$ cat src/rtl/ks10_bus_pkg.sv
// Shared KS10 bus definitions: address flag bit positions and the
// bus-timeout monitor state encoding.
package ks10_bus_pkg;

  localparam int ADDR_W   = 36;
  localparam int FLAG_IO  = 3;
  localparam int FLAG_WRU = 4;

  typedef enum logic [1:0] {
    IDLE = 2'd0,
    WAIT = 2'd1,
    TOUT = 2'd2,
    DONE = 2'd3
  } tmo_state_t;

endpackage

$ cat src/rtl/bus_timeout_mon.sv
// CPU bus cycle watchdog: forces a one-clock acknowledge when no device
// answers within TIMEOUT clocks and records NXM/NXD plus the failing address.
module bus_timeout_mon
  import ks10_bus_pkg::*;
#(
  parameter int TIMEOUT = 127,
  parameter int CNTW    = 7
) (
  input  logic          clk,
  input  logic          rst,
  input  logic          busREQ,
  input  logic          busACK,
  input  logic [0:35]   busADDR,
  input  logic          clrERR,
  output logic          toACK,
  output logic          nxmERR,
  output logic          nxdERR,
  output logic [0:35]   errADDR,
  output logic          busy
);

  tmo_state_t       state_q, state_d;
  logic [CNTW-1:0]  count_q, count_d;
  logic [0:35]      cur_addr_q, cur_addr_d;
  logic             to_ack_q, to_ack_d;
  logic             busy_q, busy_d;
  logic             nxm_q, nxm_d;
  logic             nxd_q, nxd_d;
  logic [0:35]      err_addr_q, err_addr_d;
  logic             timeout_hit;

  assign timeout_hit = (count_q == CNTW'(TIMEOUT));

  // Cycle counter: starts at 1 on the request clock, saturates at TIMEOUT
  always_comb begin
    count_d = count_q;
    case (state_q)
      IDLE:    count_d = busREQ ? CNTW'(1) : '0;
      WAIT:    if (!timeout_hit) count_d = count_q + CNTW'(1);
      default: count_d = '0;
    endcase
  end

  always_ff @(posedge clk) begin
    if (rst) count_q <= '0;
    else     count_q <= count_d;
  end

  // Cycle FSM; a real acknowledge takes priority over an expiring count
  always_comb begin
    state_d    = state_q;
    cur_addr_d = cur_addr_q;
    case (state_q)
      IDLE: begin
        if (busREQ) begin
          state_d    = WAIT;
          cur_addr_d = busADDR;
        end
      end
      WAIT: begin
        if (busACK)           state_d = DONE;
        else if (!busREQ)     state_d = IDLE;
        else if (timeout_hit) state_d = TOUT;
      end
      TOUT:    state_d = DONE;
      DONE:    if (!busREQ) state_d = IDLE;
      default: state_d = IDLE;
    endcase
    busy_d   = (state_d == WAIT);
    to_ack_d = (state_d == TOUT);
  end

  always_ff @(posedge clk) begin
    cur_addr_q <= cur_addr_d;
    if (rst) begin
      state_q  <= IDLE;
      to_ack_q <= 1'b0;
      busy_q   <= 1'b0;
    end else begin
      state_q  <= state_d;
      to_ack_q <= to_ack_d;
      busy_q   <= busy_d;
    end
  end

  // Sticky error capture; a timeout in the same clock as clrERR still sets
  always_comb begin
    nxm_d      = clrERR ? 1'b0 : nxm_q;
    nxd_d      = clrERR ? 1'b0 : nxd_q;
    err_addr_d = clrERR ? '0   : err_addr_q;
    if (state_q == TOUT && !cur_addr_q[FLAG_WRU]) begin
      if (!(nxm_q || nxd_q) || clrERR) err_addr_d = cur_addr_q;
      if (cur_addr_q[FLAG_IO]) nxd_d = 1'b1;
      else                     nxm_d = 1'b1;
    end
  end

  always_ff @(posedge clk) begin
    if (rst) begin
      nxm_q      <= 1'b0;
      nxd_q      <= 1'b0;
      err_addr_q <= '0;
    end else begin
      nxm_q      <= nxm_d;
      nxd_q      <= nxd_d;
      err_addr_q <= err_addr_d;
    end
  end

  assign toACK   = to_ack_q;
  assign busy    = busy_q;
  assign nxmERR  = nxm_q;
  assign nxdERR  = nxd_q;
  assign errADDR = err_addr_q;

endmodule

$ cat config.mk
export PLATFORM = sky130hd
export DESIGN_NAME = bus_timeout_mon
export DESIGN_NICKNAME = d
export VERILOG_FILES = /design/src/rtl/ks10_bus_pkg.sv /design/src/rtl/bus_timeout_mon.sv
export SDC_FILE = /design/constraint.sdc
export NUM_CORES = 1
export LEC_CHECK = 0
export ABC_AREA = 1
export CAP_MARGIN = 20
export CORE_AREA = 2 2 81 83
export DETAILED_ROUTE_END_ITERATION = 6
export DIE_AREA = 0 0 83 85
export GPL_ROUTABILITY_DRIVEN = 0
export PLACE_DENSITY = 0.8
export SLEW_MARGIN = 15
export SYNTH_ARGS = -nofsm -noshare
export SYNTH_HDL_FRONTEND = slang
export SYNTH_SLANG_ARGS = --single-unit
$ cat constraint.sdc
create_clock -name clk -period 2.9 [get_ports clk]
set_clock_uncertainty 0.05 [all_clocks]
set_input_delay 0.29 -clock clk [delete_from_list [all_inputs] [get_ports clk]]
set_output_delay 0.29 -clock clk [all_outputs]
set_load 0.005 [all_outputs]
Word-level counts from Yosys, hierarchy flattened
Cells that the tools add are included.
- multiplexer cells: 18
- reduce and logical (&&, ||, !) cells: 7
- $add $sub $neg: 1
- equality and inequality tests: 7
- operators by type and width (operator ; count):
    36-bit two-way mux ; 3
    7-bit one-hot mux with 2 select lines ; 1
    2-bit two-way mux ; 5
    2-bit one-hot mux with 4 select lines ; 1
    7-bit by 1-bit adder with 7-bit output, second input constant ; 1
    7-bit == test, second input constant ; 1
    1-bit two-way mux ; 7
    7-bit two-way mux ; 1
    2-bit == test, second input constant ; 3
    2-bit by 1-bit == test with 1-bit output, second input constant ; 2
    1-bit logical NOT ; 2
    2-bit logical NOT ; 1
    1-bit logical OR ; 2
    2-bit != test, second input constant ; 1
    2-bit AND reduction ; 1
    1-bit logical AND ; 1
- input bits: 41
- output and inout bits: 40
- register bits after elaboration: 85
- word-level logic and storage cells: 41

Longest topological paths before layout
Gate-level depths: netlist of the first run.
- depth in word-level cells: 6
- gate-level depth with buffers: 9
- depth with buffers taken out: 9

Worst setup path before layout of the first run
No wires, ideal clock.
- path kind: reg-to-reg
- start point: register state_q[1]
- end point: register cur_addr_q[0] (netlist bit), enable pin
- slack: 1281 ps
- period minus slack after synthesis: 1619 ps
- stages on the path, launching flop included: 4
- required time: 2459 ps
- path buffers: 0
- arrival time: 1178 ps
- setup time: 391 ps
- cells stage by stage: dfxtp_1 -> inv_1 -> nand3_1 -> inv_1
- longest elaborated chain between the ends: 2
- RTL lines (element ; line ; source):
    start: declaration ; bus_timeout_mon.sv:22 ; tmo_state_t state_q, state_d;
    start signal: assignment ; bus_timeout_mon.sv:80 ; state_q <= state_d;
    2-bit logical NOT ; bus_timeout_mon.sv:53 ; case (state_q)
    2-bit AND reduction (no source line) ; -- ;
    end signal: assignment ; bus_timeout_mon.sv:74 ; cur_addr_q <= cur_addr_d;
    end: declaration ; bus_timeout_mon.sv:24 ; logic [0:35] cur_addr_q, cur_addr_d;
Every way passes these cells.
A chain may end at the register's enable or synchronous reset.

Worst setup path in the final report of the first run
- start point: input clrERR
- end point: register err_addr_q (netlist bit errADDR[7])
- longest elaborated chain between the ends: 3
- elaborated cells between the ends (all ways): 4
- those cells by class: mux (3); reduce/logical (1)
- RTL lines (element ; line ; source):
    start: declaration ; bus_timeout_mon.sv:14 ; input logic clrERR,
    36-bit two-way mux or 1-bit logical OR (tied branches) ; bus_timeout_mon.sv:90, bus_timeout_mon.sv:92 ;
    36-bit two-way mux ; bus_timeout_mon.sv:92 ; if (!(nxm_q || nxd_q) || clrERR) err_addr_d = cur_addr_q;
    36-bit two-way mux (*) ; bus_timeout_mon.sv:91 ; if (state_q == TOUT && !cur_addr_q[FLAG_WRU]) begin
    end signal: assignment ; bus_timeout_mon.sv:106 ; err_addr_q <= err_addr_d;
    end: declaration ; bus_timeout_mon.sv:29 ; logic [0:35] err_addr_q, err_addr_d;
Every way passes the cells marked *; elsewhere a longest branch is shown, timed or not.

==> flow_metrics.py, run 1 <==
metrics = {
    "grt": {
        "overflow": 0,
        "grt_pass1_wl_mm": 9.949,
        "grt_max_degree": 38,
        "grt_antenna_before_repair": 0,
        "grt_usage_pct": 17.93,
        "first_global_vias": 2201,
    },
    "cts": {
        "clk_pin_slew_worst_paths_ns": 0.08,
        "clk_latency_ns": 0.35,
        "cts_buffer_depth": 2,
        "htreeDepth": 3,
        "cts_root_buf": "clkbuf_8",
        "cts_tree": "done",
        "numCtsBuffers": 9,
        "clock_sinks": 85,
        "post_cts_buffers": 0,
        "ctsHoldBuffers": 0,
        "cts_resized": 0,
    },
    "worst_setup_path": {
        "critical_path.max_fanout": 37,
        "critPathCaptureType": "flip-flop",
        "crit_chain": "clkdlybuf4s50_1 -> inv_2 -> nand2_1 -> nand3_4 -> inv_4 -> a21oi_1 -> nor2_1",
        "path_buf_inv": 3,
        "arrival_ns": 1.99,
        "critPathTopFamily": "buffers and inverters",
        "cp.required_ns": 3.08,
        "slowest_delay_ns": 0.41,
        "critPathKind": "primary input to flip-flop",
        "cp_slowest_cell": "clkdlybuf4s50_1",
        "cp-start-kind": "primary input",
    },
    "logic_synthesis": {
        "synth_top_area_cell": "edfxtp_1",
        "synth-seq-cells": 85,
        "synthAdderAreaFrac_pct": 0.4196,
        "synth-compound-area-share_pct": 14.35,
        "synth_edf_count": 36,
        "synth_top_area_share_pct": 36.26,
        "syn_area_per_cell_um2": 10.76,
        "synth_common_cells": "dfxtp_1, nor2_1, a21oi_1",
        "synth.distinct_cells": 23,
        "ys_warn_count": 0,
        "yosys-top-cells-area": "edfxtp_1, dfxtp_1, a21oi_1, o21ai_0, nor2_1",
        "yosys.area_share.simple_pct": 10.87,
        "syn_area_um2": 2982,
        "synth.most_common_cell": "dfxtp_1",
        "synthArstFlopShare_pct": 0,
        "ys.flop_type": "dfxtp_1",
        "synthMuxAreaShare_pct": 0,
        "synth_top_family_by_area": "compound AO/OA/AOI/OAI gates",
        "syn_nets": 319,
        "synthXorXnorAreaFrac_pct": 0,
        "synth_cells": 277,
        "yosysSeqAreaShare_pct": 69.16,
    },
    "layout": {
        "ff_latch_area_um2": 2062,
        "drive_gt1_share_pct": 6.887,
        "post-route-util_pct": 64.29,
        "diodes": 0,
        "syn2layout_area_growth_pct": 33.78,
        "nets": 400,
        "fill_cells": 495,
        "stdcell_area_um2": 3989,
        "multi_input_area_um2": 764.5,
    },
    "route": {
        "post_drt_wl_per_cell_um": 13.89,
        "drt_first_pass_iters": 4,
        "wirelength_mm": 6.112,
        "vias": 2221,
        "drtIter0Drc": 107,
        "drcViolationCount": 0,
        "vias_per_cell": 5.048,
        "final_antenna_net_count": 0,
    },
    "power_and_ir_drop": {
        "p_leak_nw": 1.485,
        "vdd_drop_max_mv": 0.3623,
        "power_density_nw_per_um2": 562.7,
    },
    "floorplan": {
        "num_rows": 29,
        "die_h_um": 85,
        "fp.dieW_um": 83,
        "die_area_um2": 7055,
        "core-area_um2": 6205,
        "start_util_pct": 48.05,
        "num_io_pins": 81,
    },
    "sta": {
        "hold_viol": 0,
        "tightest_slew_ns": 0.4584,
        "relSlewSlack_pct": 69.41,
        "setup_viol": 0,
        "fin_tns_setup_ns": 0,
        "fin_crit_sh_pct": 62.26,
        "rsz0062_at_grt": "no",
        "slew_violations": 0,
        "min_period_ns": 1.805,
        "fmax_mhz": 553.9,
    },
    "placed_design": {
        "placedInstanceArea_um2": 3820,
        "numPortBuffers": 80,
        "hpwl_mm": 4.164,
    },
    "status": {
        "outcome": "finished clean",
    },
    "worst_hold_path": {
        "worst_hold_path_type": "flip-flop to flip-flop",
    },
    "job": {
        "max-cap-violations": 0,
    },
}
[where the power goes]
| group | total, W | leakage, nW | internal, W | switching (W) |
|---|---|---|---|---|
| combinational | 0.000190 | 0.656 | 0.0000962 | 0.0000942 |
| clock | 0.000723 | 0.0905 | 0.000329 | 0.000394 |
| sequential | 0.00133 | 0.739 | 0.00131 | 0.0000205 |
[logic make-up after synthesis]
kind of cell	after synthesis
flops	85
buf+inv	31
simple gates	76
compound gates	84
fa+ha+maj	1
[cells in the final DEF (no fill, tap or decap), types with 2 or more instances in the layout]
| master | synthesis | layout |
|---|---|---|
| nand2_2 | 2 | 2 |
| o21ai_0 | 36 | 36 |
| clkinv_2 | 0 | 3 |
| buf_4 | 0 | 4 |
| clkdlybuf4s50_1 | 0 | 80 |
| inv_1 | 14 | 14 |
| a31oi_1 | 2 | 2 |
| nor2_1 | 43 | 43 |
| o21ai_1 | 4 | 4 |
| a21oi_1 | 40 | 40 |
| dfxtp_1 | 49 | 49 |
| nand2_1 | 20 | 20 |
| inv_2 | 2 | 2 |
| clkbuf_8 | 0 | 10 |
| nand3_1 | 8 | 8 |
| edfxtp_1 | 36 | 36 |
[flip-flops by register name (all words and copies together) (netlist names)]
signal / cells
busy: 1
count_q: 7
cur_addr_q: 36
errADDR: 36
nxdERR: 1
nxmERR: 1
state_q: 2
toACK: 1
[metal layers]
layer  global-route usage (%)  wire, um  share of wire, %  vias up
met4                    8.644       125               2.0        0
met5                        0         0                 0        -
li1                         -         -                 -     1106
met1                    20.35      2564                42     1035
met2                    30.50      3075                50       65
met3                    6.128       346               5.7       15
[per-stage QoR]
stage	std cells	setup slack (ns)	total power (W)	hold WS, ns
detailed placement	424	0.7420	0.001549	0.4175
CTS	440	1.106	0.002257	0.4284
global route	440	0.9773	0.002336	0.4211
floorplan	277	1.281	0.001438	0.3091
global placement	424	0.8332	0.001540	0.3983
finish	440	1.095	0.002245	0.4280
[worst reg2reg max path, stage by stage, from the launching register on]
cell	delay, ns
dfxtp_1	0.34
inv_2	0.07
nand2_2	0.07
nor2_4	0.13
nand3_4	0.31
inv_4	0.43
a21oi_1	0.09
nor2_1	0.11
[worst paths after layout]
check | from | end | slack (ns) | cells after the start
hold reg to reg | count_q[6]$_SDFFE_PP0P_ | count_q[6]$_SDFFE_PP0P_ | 0.43 | 1
setup reg to reg | state_q[0]$_SDFF_PP0_ | errADDR[7]$_SDFF_PP0_ | 1.24 | 7
hold / removal | count_q[6]$_SDFFE_PP0P_ | count_q[6]$_SDFFE_PP0P_ | 0.43 | 1
setup / recovery | clrERR | errADDR[7]$_SDFF_PP0_ | 1.09 | 7
[layout make-up]
class / instances / share of cell area [%]
sequential: 85 / 51.69
timing repair buffer: 84 / 20.83
multi-input combinational: 161 / 19.17
clock buffer: 11 / 3.545
tap: 77 / 2.415
inverter: 17 / 1.662
clock inverter: 5 / 0.6901
Note: power is estimated with default switching activity, not from simulation.
==> run 2, diff against run 1 <==
CORE_AREA = 2 2 87 89   (was 2 2 81 83)
DIE_AREA = 0 0 89 91   (was 0 0 83 85)
PLACE_DENSITY = 0.74   (was 0.8)
clock period = 1.5 ns   (was 2.9 ns; I/O delays follow)
==> run 2 against run 1 <==
  * Via count decreased by 2.1%
  * Non-clock buffer count rose by 6
  * Setup slack got worse by 1.0 ns
  * Critical path depth decreased by 6
  * Core utilization is 5.6 points lower
  * First-iteration DRC count fell by 18%
  * Global-route usage decreased by 2.3 points
  * Register-to-register slack lost 1.1 ns
  * Power increased by 100%
  * Combinational power up 110%
  * Critical path type is now flip-flop to output pin
==> flow_metrics.py, run 2 (synthesis results as in run 1) <==
metrics = {
    "status": {
        "outcome": "finished clean",
    },
    "route": {
        "post_drt_wl_per_cell_um": 12.86,
        "final_antenna_net_count": 0,
        "wirelength_mm": 6.007,
        "drt_first_pass_iters": 4,
        "drcViolationCount": 0,
        "vias_per_cell": 4.657,
        "drtIter0Drc": 88,
        "vias": 2175,
    },
    "worst_hold_path": {
        "holdPathStages": 1,
        "worst_hold_path_type": "primary input to flip-flop",
        "worstHoldEndpoint": "cur_addr_q[9]$_DFFE_PP_",
        "hold_path_startpoint": "busADDR[9]",
    },
    "sta": {
        "setup_viol": 0,
        "tightest_slew_ns": 0.2645,
        "min_period_ns": 1.431,
        "holdWs_ns": 0.3057,
        "setup_slack_ns": 0.06933,
        "rsz0062_at_grt": "no",
        "fin_crit_sh_pct": 95.38,
        "relSlewSlack_pct": 82.31,
        "slew_violations": 0,
        "fmax_mhz": 699.0,
        "hold_viol": 0,
    },
    "power_and_ir_drop": {
        "vdd_drop_max_mv": 0.6665,
        "power.internal_w": 0.003563,
        "p_clk_share_pct": 34.8,
        "seq_power_share_pct": 56.3,
        "p_switching_w": 0.001002,
        "p_leak_nw": 1.547,
        "p_sw_share_pct": 21.95,
        "pwr-share-comb_pct": 8.9,
        "power_density_nw_per_um2": 1090,
    },
    "layout": {
        "diodes": 0,
        "nets": 406,
        "syn2layout_area_growth_pct": 40.50,
        "layout_commonest_cell": "clkdlybuf4s50_1",
        "drive_gt1_share_pct": 9.783,
        "final_cell_mix": "clkdlybuf4s50_1, dfxtp_1, nor2_1",
    },
    "cts": {
        "htreeDepth": 3,
        "cts_tree": "done",
        "cts_buffer_depth": 2,
        "clock_sinks": 85,
        "clk_latency_ns": 0.34,
        "cts_root_buf": "clkbuf_8",
        "post_cts_buffers": 0,
        "numCtsBuffers": 9,
        "clk_pin_slew_worst_paths_ns": 0.08,
    },
    "worst_setup_path": {
        "arrival_ns": 1.23,
        "crit_chain": "clkdlybuf4s50_1",
        "critPathTopFamily": "buffers and inverters",
        "slowest_delay_ns": 0.52,
        "critPathKind": "flip-flop to output pin",
        "rrSetupSlack_ns": 0.12,
        "cp.required_ns": 1.30,
        "path_buf_inv": 1,
        "cp_slowest_cell": "clkdlybuf4s50_1",
        "critical_path.max_fanout": 2,
        "r2r_start": "count_q[1]$_SDFFE_PP0P_",
        "critPathCaptureType": "output pin",
        "reg2reg_depth": 8,
        "timing.rr.end": "busy$_SDFF_PP0_",
        "cp-start-kind": "flip-flop",
    },
    "placed_design": {
        "hpwl_mm": 4.167,
        "numPortBuffers": 80,
        "post-place-ws_ns": -0.03461,
    },
    "grt": {
        "grt_max_degree": 39,
        "use_met3_pct": 4.909,
        "grt-busiest-layer": "met2",
        "grtUsageMet2_pct": 25.06,
        "grt_antenna_before_repair": 0,
        "overflow": 0,
        "grt_pass1_wl_mm": 9.591,
        "first_global_vias": 2091,
        "use_met1_pct": 19.66,
        "grt_usage_pct": 15.60,
    },
    "floorplan": {
        "core-area_um2": 7137,
        "start_util_pct": 41.78,
        "num_rows": 31,
        "die_h_um": 91,
        "fp.dieW_um": 89,
        "die_area_um2": 8099,
        "num_io_pins": 81,
    },
    "job": {
        "max-cap-violations": 0,
    },
}
==> run 2: changes by cell type in the layout (fill, tap and decap cells not counted), sizes merged <==
cell,previous run,this run
bufinv,0,1
clkinvlp,0,1
clkinv,5,4
clkbuf,11,10
inv,17,16
buf,4,10
==> run 2: what timing repair did <==
action | 4_1_cts | 5_1_grt
hold buffers | 0 | 0
setup endpoints to repair | 0 | 6
resized for setup | 0 | 3
==> run 2: through the flow <==
step / power (W) / util (%) / std cells / area [um2] / setup TNS, ns
6_report: 0.004565 / 58.70 / 467 / 4189 / 0
5_1_grt: 0.004748 / 58.70 / 467 / 4189 / 0
4_1_cts: 0.004618 / 58.61 / 467 / 4183 / 0
3_5_place_dp: 0.003034 / 55.82 / 452 / 3984 / -0.1569
3_3_place_gp: 0.003022 / 55.82 / 452 / 3984 / -0.02780
2_1_floorplan: 0.002783 / - / 277 / 2985 / 0
==> run 2: worst max-delay path by stage <==
stage,from,cells after the start,endpoint,slack [ns]
finish,errADDR[16]$_SDFF_PP0_,1,errADDR[16],0.07
global route,state_q[0]$_SDFF_PP0_,7,errADDR[7]$_SDFF_PP0_,0.003
CTS,errADDR[3]$_SDFF_PP0_,1,errADDR[3],0.05
detailed placement,clrERR,7,errADDR[12]$_SDFF_PP0_,-0.03
global placement,clrERR,7,errADDR[6]$_SDFF_PP0_,-0.01
floorplan,state_q[1]$_SDFF_PP0_,3,cur_addr_q[0]$_DFFE_PP_,0.03
==> run 2: power by group through the flow <==
| stage | logic (W) | clock network, W | registers (W) |
|---|---|---|---|
| after floorplan | 0.000162 | 0 | 0.00262 |
| after global placement | 0.000400 | 0 | 0.00262 |
| after detailed placement | 0.000407 | 0 | 0.00263 |
| after CTS | 0.000410 | 0.00163 | 0.00257 |
| after global routing | 0.000446 | 0.00172 | 0.00258 |
| final | 0.000404 | 0.00159 | 0.00257 |
==> run 2: per-layer routing <==
| metal | part of all wire (%) | vias to the layer above |
|---|---|---|
| met5 | 0 | - |
| met4 | 1.0 | 0 |
| met3 | 5.5 | 7 |
| met2 | 48 | 69 |
| met1 | 45 | 976 |
| li1 | - | 1123 |
==> run 2: worst reg2reg max path, cell delays in order (launching register included) <==
cell     delay, ns
dfxtp_1       0.37
ha_1          0.20
nand3_1       0.14
inv_2         0.10
nand2_1       0.10
nand3_1       0.09
nand3_1       0.10
nand2_1       0.09
nor2_1        0.05
==> run 2: cell type report <==
| cell class | instances | area, um2 |
|---|---|---|
| fillers | 617 | 2948 |
| inverters | 17 | 70.07 |
| flip-flops and latches | 85 | 2063 |
| multi-input cells | 161 | 769.5 |
| clock inverters | 5 | 61.31 |
| repair buffers | 90 | 963.4 |
| well taps | 99 | 123.9 |
| clock buffers | 10 | 137.6 |
==> run 3, diff against run 2 <==
CTS_CLUSTER_SIZE = 25   (was default)
clock period = 1.2 ns   (was 1.5 ns; I/O delays follow)
==> run 3 against run 2 <==
  * The run now ends with setup timing left
  * Via count up 14%
  * Power increased by 31%
  * Setup slack got worse by 0.22 ns
  * Die area stayed put
  * Sequential share of layout area down 5.8 points
  * Final cell count rose by 7.7%
  * Non-clock buffer count increased by 35
  * Critical endpoint is now errADDR[0]$_SDFF_PP0_
  * Highest routed layer unchanged
==> flow_metrics.py, run 3 (synthesis results as in run 1) <==
metrics = {
    "route": {
        "wirelength_mm": 8.003,
        "post_drt_wl_per_cell_um": 15.91,
        "drt_first_pass_iters": 6,
        "vias_per_cell": 4.930,
        "vias": 2480,
        "drtIter0Drc": 100,
        "final_antenna_net_count": 0,
        "drcViolationCount": 0,
    },
    "sta": {
        "hold_viol": 0,
        "slew_violations": 0,
        "setup_viol": 75,
        "setup_slack_ns": -0.1485,
        "relSlewSlack_pct": 83.35,
        "min_period_ns": 1.348,
        "tightest_slew_ns": 0.2471,
        "holdWs_ns": 0.2742,
        "fin_crit_sh_pct": 112.4,
        "rsz0062_at_grt": "yes",
        "fmax_mhz": 741.6,
    },
    "worst_setup_path": {
        "cpMostUsedCell": "buf_12",
        "cp-start-kind": "flip-flop",
        "cp_slowest_cell": "dfxtp_2",
        "critPathKind": "flip-flop to flip-flop",
        "cp.required_ns": 1.39,
        "critical_path.max_fanout": 7,
        "arrival_ns": 1.54,
        "slowest_delay_ns": 0.34,
        "critPathCaptureType": "flip-flop",
        "path_buf_inv": 3,
        "critPathTopFamily": "buffers and inverters",
        "crit_chain": "inv_2 -> nand2_4 -> nor2_4 -> nand3_4 -> buf_12 -> buf_12 -> o21ai_1 -> nor2_1",
    },
    "floorplan": {
        "die_area_um2": 8099,
        "fp.dieW_um": 89,
        "core-area_um2": 7137,
        "start_util_pct": 41.78,
        "die_h_um": 91,
        "num_io_pins": 81,
        "num_rows": 31,
    },
    "power_and_ir_drop": {
        "pwr-share-comb_pct": 12.8,
        "power.internal_w": 0.004552,
        "seq_power_share_pct": 54.1,
        "power_density_nw_per_um2": 1240,
        "vdd_drop_max_mv": 0.7533,
        "p_switching_w": 0.001421,
        "p_leak_nw": 2.015,
        "p_sw_share_pct": 23.78,
        "p_clk_share_pct": 33.1,
    },
    "cts": {
        "clk_pin_slew_worst_paths_ns": 0.08,
        "cts_tree": "done",
        "cts_buffer_depth": 2,
        "ctsHoldBuffers": 0,
        "clk_latency_ns": 0.35,
        "htreeDepth": 3,
        "cts_root_buf": "clkbuf_8",
        "clock_sinks": 85,
        "numCtsBuffers": 9,
    },
    "placed_design": {
        "numPortBuffers": 80,
        "hpwl_mm": 4.571,
        "placedInstanceArea_um2": 4091,
    },
    "status": {
        "violations": "setup timing",
        "outcome": "complete, but fails checks",
    },
    "layout": {
        "fill_cells": 540,
        "layout_commonest_cell": "nor2_1",
        "final_cell_mix": "nor2_1, clkdlybuf4s50_1, dlygate4sd2_1",
        "syn2layout_area_growth_pct": 61.56,
        "stdcell_area_um2": 4817,
        "ff_latch_area_um2": 2093,
        "nets": 441,
        "multi_input_area_um2": 977.2,
        "drive_gt1_share_pct": 35.15,
        "post-route-util_pct": 67.50,
        "diodes": 0,
    },
    "grt": {
        "grt_antenna_before_repair": 0,
        "grt-busiest-layer": "met2",
        "grt_pass1_wl_mm": 11.64,
        "grt_max_degree": 34,
        "first_global_vias": 2356,
        "grtUsageMet2_pct": 32.03,
        "use_met1_pct": 23.63,
        "grt_usage_pct": 19.02,
        "overflow": 0,
        "use_met3_pct": 3.818,
    },
    "job": {
        "max-cap-violations": 0,
    },
    "worst_hold_path": {
        "worst_hold_path_type": "primary input to flip-flop",
    },
}
## run 3: changes by cell type in the layout (fill, tap and decap cells not counted), sizes merged
cell | before | now
buf | 10 | 41
clkinvlp | 1 | 3
clkinv | 4 | 3
clkbuf | 10 | 14
clkdlybuf4s50 | 80 | 40
dlygate4sd2 | 0 | 40
## run 3: metal layers
layer	up-vias	part of all wire (%)
met5	-	0
met4	0	2.9
met3	21	4.6
met2	99	52
met1	1168	41
li1	1192	-
## run 3: cell type report
cell class                 instances  area share (%)
tap                               99           2.571
clock inverter                     6           1.325
multi-input combinational        161           20.29
inverter                          17           1.818
sequential                        85           43.45
timing repair buffer             125           27.90
clock buffer                      10           2.649
## run 3: power groups by stage
stage	Sequential [W]	Clock [W]	Combinational, W
2_1_floorplan	0.00328	0	0.000206
3_3_place_gp	0.00328	0	0.000533
3_5_place_dp	0.00328	0	0.000552
4_1_cts	0.00323	0.00200	0.000625
5_1_grt	0.00324	0.00213	0.000818
6_report	0.00323	0.00198	0.000764
## run 3: worst reg2reg max path: cells and delay by family, from the launching register on
kind / cells / cell delay [ns]
AO/OA/AOI/OAI: 1 / 0.13
buffers and inverters: 3 / 0.38
flip-flops: 1 / 0.34
AND/OR/NAND/NOR: 4 / 0.35
## run 3: what timing repair did
action | CTS | global route
pin swaps | 6 | 19
setup endpoints to repair | 83 | 82
buffers inserted | 8 | 4
gates resized for setup | 119 | 45
cloned | 5 | 5
## run 3: final timing paths
path | start | endpoint | slack (ns) | cells after the start
worst max register to register | state_q[0]$_SDFF_PP0_ | errADDR[0]$_SDFF_PP0_ | -0.15 | 8
worst max-delay path | state_q[0]$_SDFF_PP0_ | errADDR[0]$_SDFF_PP0_ | -0.15 | 8
worst min register to register | errADDR[4]$_SDFF_PP0_ | errADDR[4]$_SDFF_PP0_ | 0.42 | 2
worst min-delay path | busADDR[5] | cur_addr_q[5]$_DFFE_PP_ | 0.27 | 1
## run 3: metrics by stage
stage          instances  setup slack [ns]  power [W]  TNS, ns
2_1_floorplan        277           -0.1802   0.003483   -6.486
3_3_place_gp         467           -0.2379   0.003809   -14.45
3_5_place_dp         467           -0.3160   0.003832   -16.28
4_1_cts              496           -0.1879   0.005850   -5.318
5_1_grt              503           -0.2232   0.006189   -11.36
6_report             503           -0.1485   0.005972   -7.768
